==> src/rtl/map_loader.sv <==
// map_loader: receives a framed map over a byte stream and writes it into a map memory.
//
// Frame: SYNC, row, col, orientation, ROWS*COLS cell bytes (row-major, col fastest), checksum.
// The checksum is the modulo-256 sum of every byte after SYNC, excluding the checksum itself.
//
// Ports
//   clk_i               single clock, rising edge
//   reset_i             asynchronous, active-high reset
//   in_valid_i          in_data_i holds a byte
//   in_data_i[7:0]      frame byte
//   in_ready_o          byte accepted this cycle when in_valid_i is also high
//   mem_we_o            one-cycle map cell write strobe
//   mem_addr_o[7:0]     map cell index, row*COLS+col
//   mem_wdata_o[3:0]    map cell value
//   robo_row_o[4:0]     robot start row of the last good frame
//   robo_col_o[5:0]     robot start column of the last good frame
//   robo_orientacao_o   robot start orientation of the last good frame
//   map_valid_o         last frame loaded without error
//   done_o              one-cycle pulse, frame completed
//   error_o             one-cycle pulse, frame aborted
module map_loader #(
    parameter int unsigned ROWS = 10,
    parameter int unsigned COLS = 20,
    parameter logic [7:0]  SYNC = 8'hA5
) (
    input  logic       clk_i,
    input  logic       reset_i,
    input  logic       in_valid_i,
    input  logic [7:0] in_data_i,
    output logic       in_ready_o,
    output logic       mem_we_o,
    output logic [7:0] mem_addr_o,
    output logic [3:0] mem_wdata_o,
    output logic [4:0] robo_row_o,
    output logic [5:0] robo_col_o,
    output logic [1:0] robo_orientacao_o,
    output logic       map_valid_o,
    output logic       done_o,
    output logic       error_o
);

    localparam logic [7:0] RowMax  = 8'(ROWS - 1);
    localparam logic [7:0] ColMax  = 8'(COLS - 1);
    localparam logic [7:0] OriMax  = 8'd3;
    localparam logic [7:0] CellMax = 8'h0F;

    typedef enum logic [2:0] {
        StIdle,
        StHrow,
        StHcol,
        StHori,
        StCells,
        StChk,
        StFin
    } state_e;

    state_e     state_q, state_d;

    // Header shadows; copied to the robot outputs only once the checksum matches.
    logic [4:0] row_sh_q, row_sh_d;
    logic [5:0] col_sh_q, col_sh_d;
    logic [1:0] ori_sh_q, ori_sh_d;

    // Cell index tracking: addr_q is the linear index, row/col counters detect the last cell.
    logic [7:0] addr_q, addr_d;
    logic [7:0] col_cnt_q, col_cnt_d;
    logic [7:0] row_cnt_q, row_cnt_d;
    logic [7:0] sum_q, sum_d;

    logic       mem_we_q, mem_we_d;
    logic [7:0] mem_addr_q, mem_addr_d;
    logic [3:0] mem_wdata_q, mem_wdata_d;
    logic [4:0] robo_row_q, robo_row_d;
    logic [5:0] robo_col_q, robo_col_d;
    logic [1:0] robo_ori_q, robo_ori_d;
    logic       map_valid_q, map_valid_d;
    logic       error_q, error_d;

    logic       xfer;
    logic       last_cell;

    always_ff @(posedge clk_i or posedge reset_i) begin
        if (reset_i) begin
            state_q     <= StIdle;
            row_sh_q    <= '0;
            col_sh_q    <= '0;
            ori_sh_q    <= '0;
            addr_q      <= '0;
            col_cnt_q   <= '0;
            row_cnt_q   <= '0;
            sum_q       <= '0;
            mem_we_q    <= 1'b0;
            mem_addr_q  <= '0;
            mem_wdata_q <= '0;
            robo_row_q  <= '0;
            robo_col_q  <= '0;
            robo_ori_q  <= '0;
            map_valid_q <= 1'b0;
            error_q     <= 1'b0;
        end else begin
            state_q     <= state_d;
            row_sh_q    <= row_sh_d;
            col_sh_q    <= col_sh_d;
            ori_sh_q    <= ori_sh_d;
            addr_q      <= addr_d;
            col_cnt_q   <= col_cnt_d;
            row_cnt_q   <= row_cnt_d;
            sum_q       <= sum_d;
            mem_we_q    <= mem_we_d;
            mem_addr_q  <= mem_addr_d;
            mem_wdata_q <= mem_wdata_d;
            robo_row_q  <= robo_row_d;
            robo_col_q  <= robo_col_d;
            robo_ori_q  <= robo_ori_d;
            map_valid_q <= map_valid_d;
            error_q     <= error_d;
        end
    end

    always_comb begin
        state_d     = state_q;
        row_sh_d    = row_sh_q;
        col_sh_d    = col_sh_q;
        ori_sh_d    = ori_sh_q;
        addr_d      = addr_q;
        col_cnt_d   = col_cnt_q;
        row_cnt_d   = row_cnt_q;
        sum_d       = sum_q;
        mem_we_d    = 1'b0;
        mem_addr_d  = mem_addr_q;
        mem_wdata_d = mem_wdata_q;
        robo_row_d  = robo_row_q;
        robo_col_d  = robo_col_q;
        robo_ori_d  = robo_ori_q;
        map_valid_d = map_valid_q;
        error_d     = 1'b0;

        in_ready_o  = (state_q != StFin);
        done_o      = (state_q == StFin);
        xfer        = in_valid_i && in_ready_o;
        last_cell   = (row_cnt_q == RowMax) && (col_cnt_q == ColMax);

        unique case (state_q)
            StIdle: begin
                if (xfer && (in_data_i == SYNC)) begin
                    state_d     = StHrow;
                    map_valid_d = 1'b0;
                    sum_d       = '0;
                end
            end
            StHrow: begin
                if (xfer) begin
                    if (in_data_i > RowMax) begin
                        error_d = 1'b1;
                        state_d = StIdle;
                    end else begin
                        row_sh_d = in_data_i[4:0];
                        sum_d    = sum_q + in_data_i;
                        state_d  = StHcol;
                    end
                end
            end
            StHcol: begin
                if (xfer) begin
                    if (in_data_i > ColMax) begin
                        error_d = 1'b1;
                        state_d = StIdle;
                    end else begin
                        col_sh_d = in_data_i[5:0];
                        sum_d    = sum_q + in_data_i;
                        state_d  = StHori;
                    end
                end
            end
            StHori: begin
                if (xfer) begin
                    if (in_data_i > OriMax) begin
                        error_d = 1'b1;
                        state_d = StIdle;
                    end else begin
                        ori_sh_d  = in_data_i[1:0];
                        sum_d     = sum_q + in_data_i;
                        addr_d    = '0;
                        col_cnt_d = '0;
                        row_cnt_d = '0;
                        state_d   = StCells;
                    end
                end
            end
            StCells: begin
                if (xfer) begin
                    if (in_data_i > CellMax) begin
                        error_d = 1'b1;
                        state_d = StIdle;
                    end else begin
                        mem_we_d    = 1'b1;
                        mem_addr_d  = addr_q;
                        mem_wdata_d = in_data_i[3:0];
                        sum_d       = sum_q + in_data_i;
                        addr_d      = addr_q + 8'd1;
                        if (col_cnt_q == ColMax) begin
                            col_cnt_d = '0;
                            row_cnt_d = row_cnt_q + 8'd1;
                        end else begin
                            col_cnt_d = col_cnt_q + 8'd1;
                        end
                        if (last_cell) begin
                            state_d = StChk;
                        end
                    end
                end
            end
            StChk: begin
                if (xfer) begin
                    if (in_data_i == sum_q) begin
                        // Robot outputs and map_valid are already updated during the FIN cycle.
                        robo_row_d  = row_sh_q;
                        robo_col_d  = col_sh_q;
                        robo_ori_d  = ori_sh_q;
                        map_valid_d = 1'b1;
                        state_d     = StFin;
                    end else begin
                        error_d = 1'b1;
                        state_d = StIdle;
                    end
                end
            end
            StFin: begin
                state_d = StIdle;
            end
            default: begin
                state_d = StIdle;
            end
        endcase
    end

    assign mem_we_o          = mem_we_q;
    assign mem_addr_o        = mem_addr_q;
    assign mem_wdata_o       = mem_wdata_q;
    assign robo_row_o        = robo_row_q;
    assign robo_col_o        = robo_col_q;
    assign robo_orientacao_o = robo_ori_q;
    assign map_valid_o       = map_valid_q;
    assign error_o           = error_q;

endmodule

==> config.mk <==
export PLATFORM = sky130hd
export DESIGN_NAME = map_loader
export DESIGN_NICKNAME = d
export VERILOG_FILES = /design/src/rtl/map_loader.sv
export SDC_FILE = /design/constraint.sdc
export NUM_CORES = 1
export LEC_CHECK = 0
export ABC_CLOCK_PERIOD_IN_PS = 3000
export CAP_MARGIN = 20
export CORE_MARGIN = 5
export CORE_UTILIZATION = 59
export CTS_BUF_LIST = sky130_fd_sc_hd__clkbuf_2
export CTS_CLUSTER_SIZE = 12
export DETAILED_ROUTE_END_ITERATION = 12
export PLACE_DENSITY = 0.88
export SETUP_SLACK_MARGIN = 0.05
export SLEW_MARGIN = 20
export SYNTH_ARGS = -nofsm -noshare
export SYNTH_HDL_FRONTEND = slang
export SYNTH_SLANG_ARGS = --single-unit
export TNS_END_PERCENT = 10
==> constraint.sdc <==
create_clock -name clk_i -period 3 [get_ports clk_i]
set_input_delay 0.6 -clock clk_i [delete_from_list [all_inputs] [get_ports clk_i]]
set_output_delay 0.6 -clock clk_i [all_outputs]
set_load 0.01 [all_outputs]
Word level (Yosys, flattened, before mapping):

Index checks and enable logic that the tools add are counted.

* word-level logic and storage cells: 123
* register bits after elaboration: 76
* output and inout port bits: 30
* bits of input ports: 11

* reductions and logical operators: 17
* eq/ne operators: 24
* mux-type cells: 54
* magnitude comparators: 4
* add/subtract/negate cells: 4
* bitwise logic cells: 4

Operator list (number)
* 2-to-1 mux 8 bit: 19
* case mux 8 bit (2 select lines): 3
* case mux 8 bit (5 select lines): 1
* 2-to-1 mux 3 bit: 10
* adder 8 x 1 -> 8 bit, second input constant: 3
* != test 2 bit, second input constant: 12
* case mux 3 bit (6 select lines): 1
* > comparator 8 x 4 -> 1 bit, second input constant: 2
* 2-to-1 mux 1 bit: 16
* AND reduction 3 bit: 5
* AND reduction 10 bit: 1
* == test 3 bit, second input constant: 3
* adder 8 bit: 1
* == test 8 x 4 -> 1 bit, second input constant: 1
* == test 8 x 5 -> 1 bit, second input constant: 1
* == test 8 bit: 1
* == test 8 bit, second input constant: 1
* > comparator 8 x 2 -> 1 bit, second input constant: 1
* > comparator 8 x 5 -> 1 bit, second input constant: 1
* AND reduction 7 bit: 1
* == test 3 x 2 -> 1 bit, second input constant: 2
* != test 3 bit, second input constant: 2
* AND reduction 6 bit: 1
* case mux 1 bit (5 select lines): 1
* 10 further kinds: 17

Logic depth before layout (Yosys ltp):

Gate-level depths: netlist of run 1.

* depth after elaboration: 6
* depth in mapped cells: 7
* depth with buffers taken out: 7

Worst setup path after synthesis of run 1:

OpenSTA, ideal clock, no wires.

* path type: input port to flip-flop
* start point: input port in_data_i[7]
* end point: register sum_q[0]
* data arrival time: 2.268 ns
* buffers on the path: 2
* stages: 7
* path slack: 0.607 ns
* library setup time: 0.125 ns
* path through: buf_6 -> or4_4 -> nor2_4 -> o2bb2ai_2 -> or3_1 -> buf_6 -> mux2_4

* word-level cells in the longest chain between the ends: 4

Ends and longest elaborated chain
* from (decl): RTL line 29 `input logic [7:0] in_data_i,`
* branches (longest 3 deep; another with > comparator 8 x 5 -> 1 bit)
* AND reduction 10 bit (no line) *
* to (signal assigned): RTL line 108 `sum_q <= sum_d;`
* to (decl): RTL line 68 `logic [7:0] sum_q, sum_d;`

Every way passes the cells marked *.
A chain may end at the register's enable or synchronous reset.

Worst setup path in the final report of run 1:

* start point: register state_q[0]
* end point: output port done_o

* word-level cells in the longest chain between the ends: 1

Ends and longest elaborated chain
* from (decl): RTL line 57 `state_e state_q, state_d;`
* from (signal assigned): RTL line 84 `state_q <= StIdle;`
* from (signal assigned): RTL line 101 `state_q <= state_d;`
* == test 3 bit: RTL line 139 `done_o = (state_q == StFin);`
* to (decl): RTL line 38 `output logic done_o,`

No other way between the ends.

==> impl_metrics.yaml, run 1 <==
worst_setup_path:
  worstSetupPathType: "flip-flop to output pin"
  cp.required_ns: 2.40
  startpoint_type: "flip-flop"
  crit_path_end_kind: "output pin"
  cp.arrival_ns: 2.11
  cp_max_fo: 14
logic_synthesis:
  synthCells: 369
  synth_top_family_by_area: "simple AND/OR/NAND/NOR gates"
  synth_adder_area_share_pct: 4.591
  avgSynthCellArea_um2: 10.78
  synth_compound_area_share_pct: 8.553
  synth-async-reset-ratio_pct: 100.0
  synth-simple-area-share_pct: 19.47
  synth-xor-area-share_pct: 3.522
  synth_edf_count: 0
  synth_flop_cell: "dfrtp_1"
  synth_seq_cells: 76
  synth_nets: 394
  syn_area_um2: 3979
  yosysUniqueCellTypes: 53
  synth-seq-area-share_pct: 47.80
  ys_warn_count: 0
  synthMuxAreaShare_pct: 13.18
route:
  ant_nets: 0
  wl_per_cell_um: 17.18
  drc: 0
  routed_wl_mm: 8.900
  vias_per_cell: 6.170
  drt_iter0_drc: 284
  drtPass1Iterations: 5
  vias: 3196
clock_network:
  worst_skew_pair.late_latency_ns: 0.54
  clock_sinks: 76
  root_buffer: "clkbuf_2"
  htreeDepth: 3
  hold_buffers: 0
  cts.clk_slew.worst_paths_ns: 0.24
  clk_path_buf_depth: 2
  cts_buffers: 9
  cts_tree: "built"
  cts-resized-gates: 0
  cts_setup_buffers: 0
floorplan:
  core_area_um2: 6681
  dieArea_um2: 8486
  rows: 30
  fp.dieH_um: 92.12
  start_util_pct: 59.55
  io_pins: 41
  die_w_um: 92.12
run_status:
  outcome: "finished clean"
sta:
  finalHoldViolCount: 0
  rsz0062_at_grt: "false"
  period_needed_ns: 2.707
  setup-tns-final_ns: 0
  slew_headroom_pct: 48.66
  setup_viol: 0
  report.final.slew_viol_count: 0
  fmax_mhz: 369.4
  fin_crit_sh_pct: 90.23
  tightestPinTransition_ns: 0.7684
  fin_worst_skew_ns: 0.02484
finish:
  mostFrequentLayoutCell: "dfrtp_1"
  nets: 458
  fin_area_um2: 4770
  fin_util_pct: 71.39
  areaGrowthSynthToFinish_pct: 19.87
  final_cell_mix: "76 x dfrtp_1, 40 x clkdlybuf4s50_1, 34 x nand2_1, 34 x mux2_2, 29 x nor2_1"
  diodes: 0
  drive_gt1_share_pct: 20.32
  nFillCells: 478
  fin_cells: 518
grt:
  grt_usage_pct: 22.31
  grt_pass1_vias: 3197
  antenna_found_initial: 0
  grt_max_degree: 77
  grt.overflow.total: 0
  grt_pass1_wl_mm: 15.15
placement:
  placed_cells: 502
  dpl_cell_area_um2: 4613
  gp_congestion: 0.9094
  place_hpwl_mm: 6.385
  io_buffers: 40
power:
  leakage_nw: 2.215
  ir_worst_vdd_v: 0.0004655
  power_density_nw_per_um2: 545.1
  power_mw: 2.600
job:
  cap_violations: 0
min_path:
  holdCritPathClass: "input port to async pin"
worst paths after layout:
check,startpoint,end,depth (start not counted),slack [ns]
max in group asynchronous,reset_i,addr_q[3],3,2.26
setup reg to reg,state_q[1],row_cnt_q[1],6,0.56
hold reg to reg,ori_sh_q[1],ori_sh_q[1],2,0.51
setup / recovery,state_q[0],done_o,3,0.29
min in group clk_i,ori_sh_q[1],ori_sh_q[1],2,0.51
hold / removal,reset_i,mem_wdata_o[0],3,0.42
kinds of logic (layout without fill, tap and decap cells):
| group | after synthesis | in the layout |
|---|---|---|
| AND/OR/NAND/NOR | 142 | 142 |
| adder cells (fa/ha/maj) | 14 | 14 |
| multiplexers | 45 | 45 |
| AO/OA/AOI/OAI | 51 | 51 |
| flip-flops | 76 | 76 |
| buffers and inverters | 25 | 94 |
| XOR/XNOR | 16 | 16 |
cell usage after synthesis (2+ instances only):
| cell | count | area [um^2] |
|---|---|---|
| a211oi_1 | 3 | 22.52 |
| a21oi_1 | 13 | 65.06 |
| a31oi_1 | 3 | 18.77 |
| and2_1 | 3 | 18.77 |
| and3_1 | 2 | 12.51 |
| and4_1 | 2 | 17.52 |
| buf_2 | 5 | 25.02 |
| buf_6 | 2 | 22.52 |
| clkbuf_1 | 5 | 18.77 |
| dfrtp_1 | 76 | 1902 |
| ha_1 | 13 | 162.7 |
| inv_1 | 13 | 48.80 |
| mux2_2 | 34 | 382.9 |
| mux2_4 | 6 | 90.09 |
| mux2i_1 | 4 | 40.04 |
| nand2_1 | 34 | 127.6 |
| nand2b_1 | 3 | 18.77 |
| nand3_1 | 13 | 65.06 |
| nand3b_1 | 2 | 15.01 |
| nand4_1 | 11 | 68.82 |
| nand4bb_1 | 2 | 22.52 |
| nor2_1 | 29 | 108.9 |
| nor2b_1 | 5 | 31.28 |
| nor3_1 | 8 | 40.04 |
| nor3b_1 | 3 | 22.52 |
| nor4_1 | 7 | 43.79 |
| nor4b_1 | 4 | 35.03 |
| o2111ai_1 | 2 | 17.52 |
| o211ai_1 | 2 | 15.01 |
| o21ai_0 | 9 | 45.04 |
| o31ai_1 | 9 | 67.56 |
| o41ai_1 | 2 | 17.52 |
| or3_1 | 3 | 18.77 |
| or4_1 | 4 | 30.03 |
| xnor2_1 | 8 | 70.07 |
| xor2_1 | 8 | 70.07 |
routing by layer:
layer | vias up | GRT usage (%) | routed length (um)
met5 | - | 0 | 0
met4 | 0 | 10.40 | 302
met3 | 32 | 4.020 | 442
met2 | 110 | 37.17 | 4360
met1 | 1576 | 28.20 | 3794
li1 | 1478 | - | -
layout make-up:
class | instances | area (um^2) | area share (%)
Multi-Input combinational cell | 268 | 1967 | 41.24
Sequential cell | 76 | 1902 | 39.87
Timing Repair Buffer | 65 | 600.6 | 12.59
Clock inverter | 7 | 106.4 | 2.230
Tap cell | 80 | 100.1 | 2.099
Inverter | 13 | 48.80 | 1.023
Clock buffer | 9 | 45.04 | 0.9444
flip-flops by register name (all words and copies together) (netlist names):
register	cells
ori_sh_q	2
sum_q	8
robo_row_o	5
addr_q	8
col_sh_q	6
map_valid_o	1
mem_addr_o	8
row_cnt_q	8
error_o	1
mem_wdata_o	4
mem_we_o	1
row_sh_q	5
col_cnt_q	8
robo_orientacao_o	2
state_q	3
robo_col_o	6
report_power, final:
part,total (mW),leakage (nW),internal [mW],switching [mW]
registers,1.20,1.05,1.11,0.0945
logic,0.700,1.08,0.348,0.352
clock network,0.699,0.0894,0.293,0.406
total,2.60,2.22,1.75,0.852
through the flow:
step           setup WS, ns  hold slack (ns)
3_5_place_dp        0.08399           0.4644
3_3_place_gp         0.1219           0.4567
5_1_grt              0.1969           0.4286
4_1_cts              0.2948           0.4252
2_1_floorplan        0.4617           0.4401
6_report             0.2931           0.4224
critical path, cell delays in order, from the launching register on:
cell             delay (ns)
dfrtp_1                0.61
nand3b_1               0.31
inv_1                  0.10
clkdlybuf4s50_1        0.54
Note: power is estimated with default switching activity, not from simulation.
==> inputs of run 2 (changes only) <==
GPL_ROUTABILITY_DRIVEN = 0   (was default)
==> run 2 against run 1 <==
Effect of this change:
- design area down 0.47%
- critical path depth unchanged
- critical endpoint unchanged
- via count down 2.8%
==> impl_metrics.yaml, run 2 (synthesized netlist as in run 1, its figures left out) <==
route:
  drt_iter0_drc: 153
  drtPass1Iterations: 4
  vias: 3107
  wl_per_cell_um: 16.98
  ant_nets: 0
  vias_per_cell: 5.987
  routed_wl_mm: 8.813
  drc: 0
finish:
  diodes: 0
  nets: 459
  nFillCells: 479
  regArea_um2: 1902
  fin_cells: 519
  drive_gt1_share_pct: 20.27
  multiInputGateArea_um2: 1967
  areaGrowthSynthToFinish_pct: 19.31
  final_cell_mix: "76 x dfrtp_1, 40 x clkdlybuf4s50_1, 34 x nand2_1, 34 x mux2_2, 29 x nor2_1"
  mostFrequentLayoutCell: "dfrtp_1"
worst_setup_path:
  cp.arrival_ns: 2.11
  r2r_slack_ns: 0.51
  startpoint_type: "flip-flop"
  cp.required_ns: 2.40
  cp_slowest_stage_delay_ns: 0.70
  cp_cell_sequence: "nand3b_1, inv_1, clkdlybuf4s50_1"
  crit_path_end_kind: "output pin"
  worstSetupPathType: "flip-flop to output pin"
  cp_top_family: "flip-flops"
  crit_buf_inv: 2
  cp_max_fo: 16
  cpMaxStageDelayCell: "dfrtp_1"
clock_network:
  worst_skew_pair.late_latency_ns: 0.54
  cts.clk_slew.worst_paths_ns: 0.23
  cts_buffers: 9
  clock_sinks: 76
  root_buffer: "clkbuf_2"
  cts-resized-gates: 0
  htreeDepth: 3
  cts_setup_buffers: 0
  hold_buffers: 0
  cts_tree: "built"
  clk_path_buf_depth: 2
power:
  ir_worst_vdd_v: 0.0004243
  leakage_nw: 2.207
  power_density_nw_per_um2: 519.9
sta:
  slew_headroom_pct: 50.74
  fmax_mhz: 368.6
  tightestPinTransition_ns: 0.7373
  fin_crit_sh_pct: 90.43
  finalHoldViolCount: 0
  setup-tns-final_ns: 0
  fin_worst_skew_ns: 0.02074
  setup_viol: 0
  period_needed_ns: 2.713
  report.final.slew_viol_count: 0
  rsz0062_at_grt: "false"
placement:
  place_hpwl_mm: 6.581
  io_buffers: 40
  placed_cells: 503
grt:
  antenna_found_initial: 0
  grt_pass1_vias: 3129
  grt_pass1_wl_mm: 15.06
  grt.overflow.total: 0
  grt_max_degree: 47
  grt_usage_pct: 22.33
job:
  cap_violations: 0
floorplan:
  fp.dieH_um: 92.12
  start_util_pct: 59.55
  dieArea_um2: 8486
  core_area_um2: 6681
  die_w_um: 92.12
  io_pins: 41
  rows: 30
min_path:
  holdCritPathClass: "input port to async pin"
run_status:
  outcome: "finished clean"
==> run 2: cell count changes in the layout (fill, tap and decap cells not counted) <==
cell	before	now
inv_6	3	0
clkinv_4	1	3
buf_4	24	25
bufinv_16	2	1
clkinv_1	0	1
clkinv_2	0	1
==> run 2: stage by stage <==
stage	power, mW	setup slack (ns)	area [um^2]	util [%]	hold slack, ns
floorplan	1.702	0.4617	3979	-	0.4401
global placement	1.852	0.09700	4621	69.16	0.4587
detailed placement	1.887	0.06004	4621	69.16	0.4609
CTS	2.468	0.2871	4742	70.97	0.3120
global route	2.597	0.1453	4747	71.05	0.3026
finish	2.468	0.2870	4747	71.05	0.3207
==> run 2: per-layer routing <==
metal	up-vias	wire, um	track usage, %
met4	0	125	5.198
li1	1473	-	-
met3	18	432	6.153
met2	80	4472	36.92
met5	-	0	0
met1	1536	3783	29.35
==> run 2: report_power, final <==
| part | leakage (nW) | total [mW] | switching (mW) | internal, mW |
|---|---|---|---|---|
| clock network | 0.0754 | 0.589 | 0.390 | 0.199 |
| registers | 1.05 | 1.20 | 0.0933 | 1.11 |
| logic | 1.09 | 0.678 | 0.337 | 0.341 |
| total | 2.21 | 2.47 | 0.820 | 1.65 |
==> run 2: worst reg2reg max path, stage by stage (launching register included) <==
cell,delay [ns]
dfrtp_1,0.61
or3b_1,0.56
a31oi_1,0.19
a2bb2oi_1,0.60
buf_4,0.25
o31ai_1,0.07
a21oi_1,0.15
==> run 2: final cells by class <==
| class | instances | share of cell area [%] |
|---|---|---|
| well taps | 80 | 2.109 |
| clock inverters | 7 | 1.608 |
| clock buffers | 9 | 0.9489 |
| multi-input cells | 268 | 41.43 |
| repair buffers | 66 | 12.81 |
| flip-flops and latches | 76 | 40.06 |
| inverters | 13 | 1.028 |
==> run 2: worst paths after layout <==
kind,cells after the start,start,to
worst max-delay path,3,state_q[1],done_o
worst min-delay path,2,reset_i,mem_addr_o[6]
min in group clk_i,2,mem_addr_o[7],mem_addr_o[7]
worst min register to register,2,mem_addr_o[7],mem_addr_o[7]
worst max register to register,6,state_q[1],row_cnt_q[3]
max in group asynchronous,3,reset_i,row_cnt_q[7]
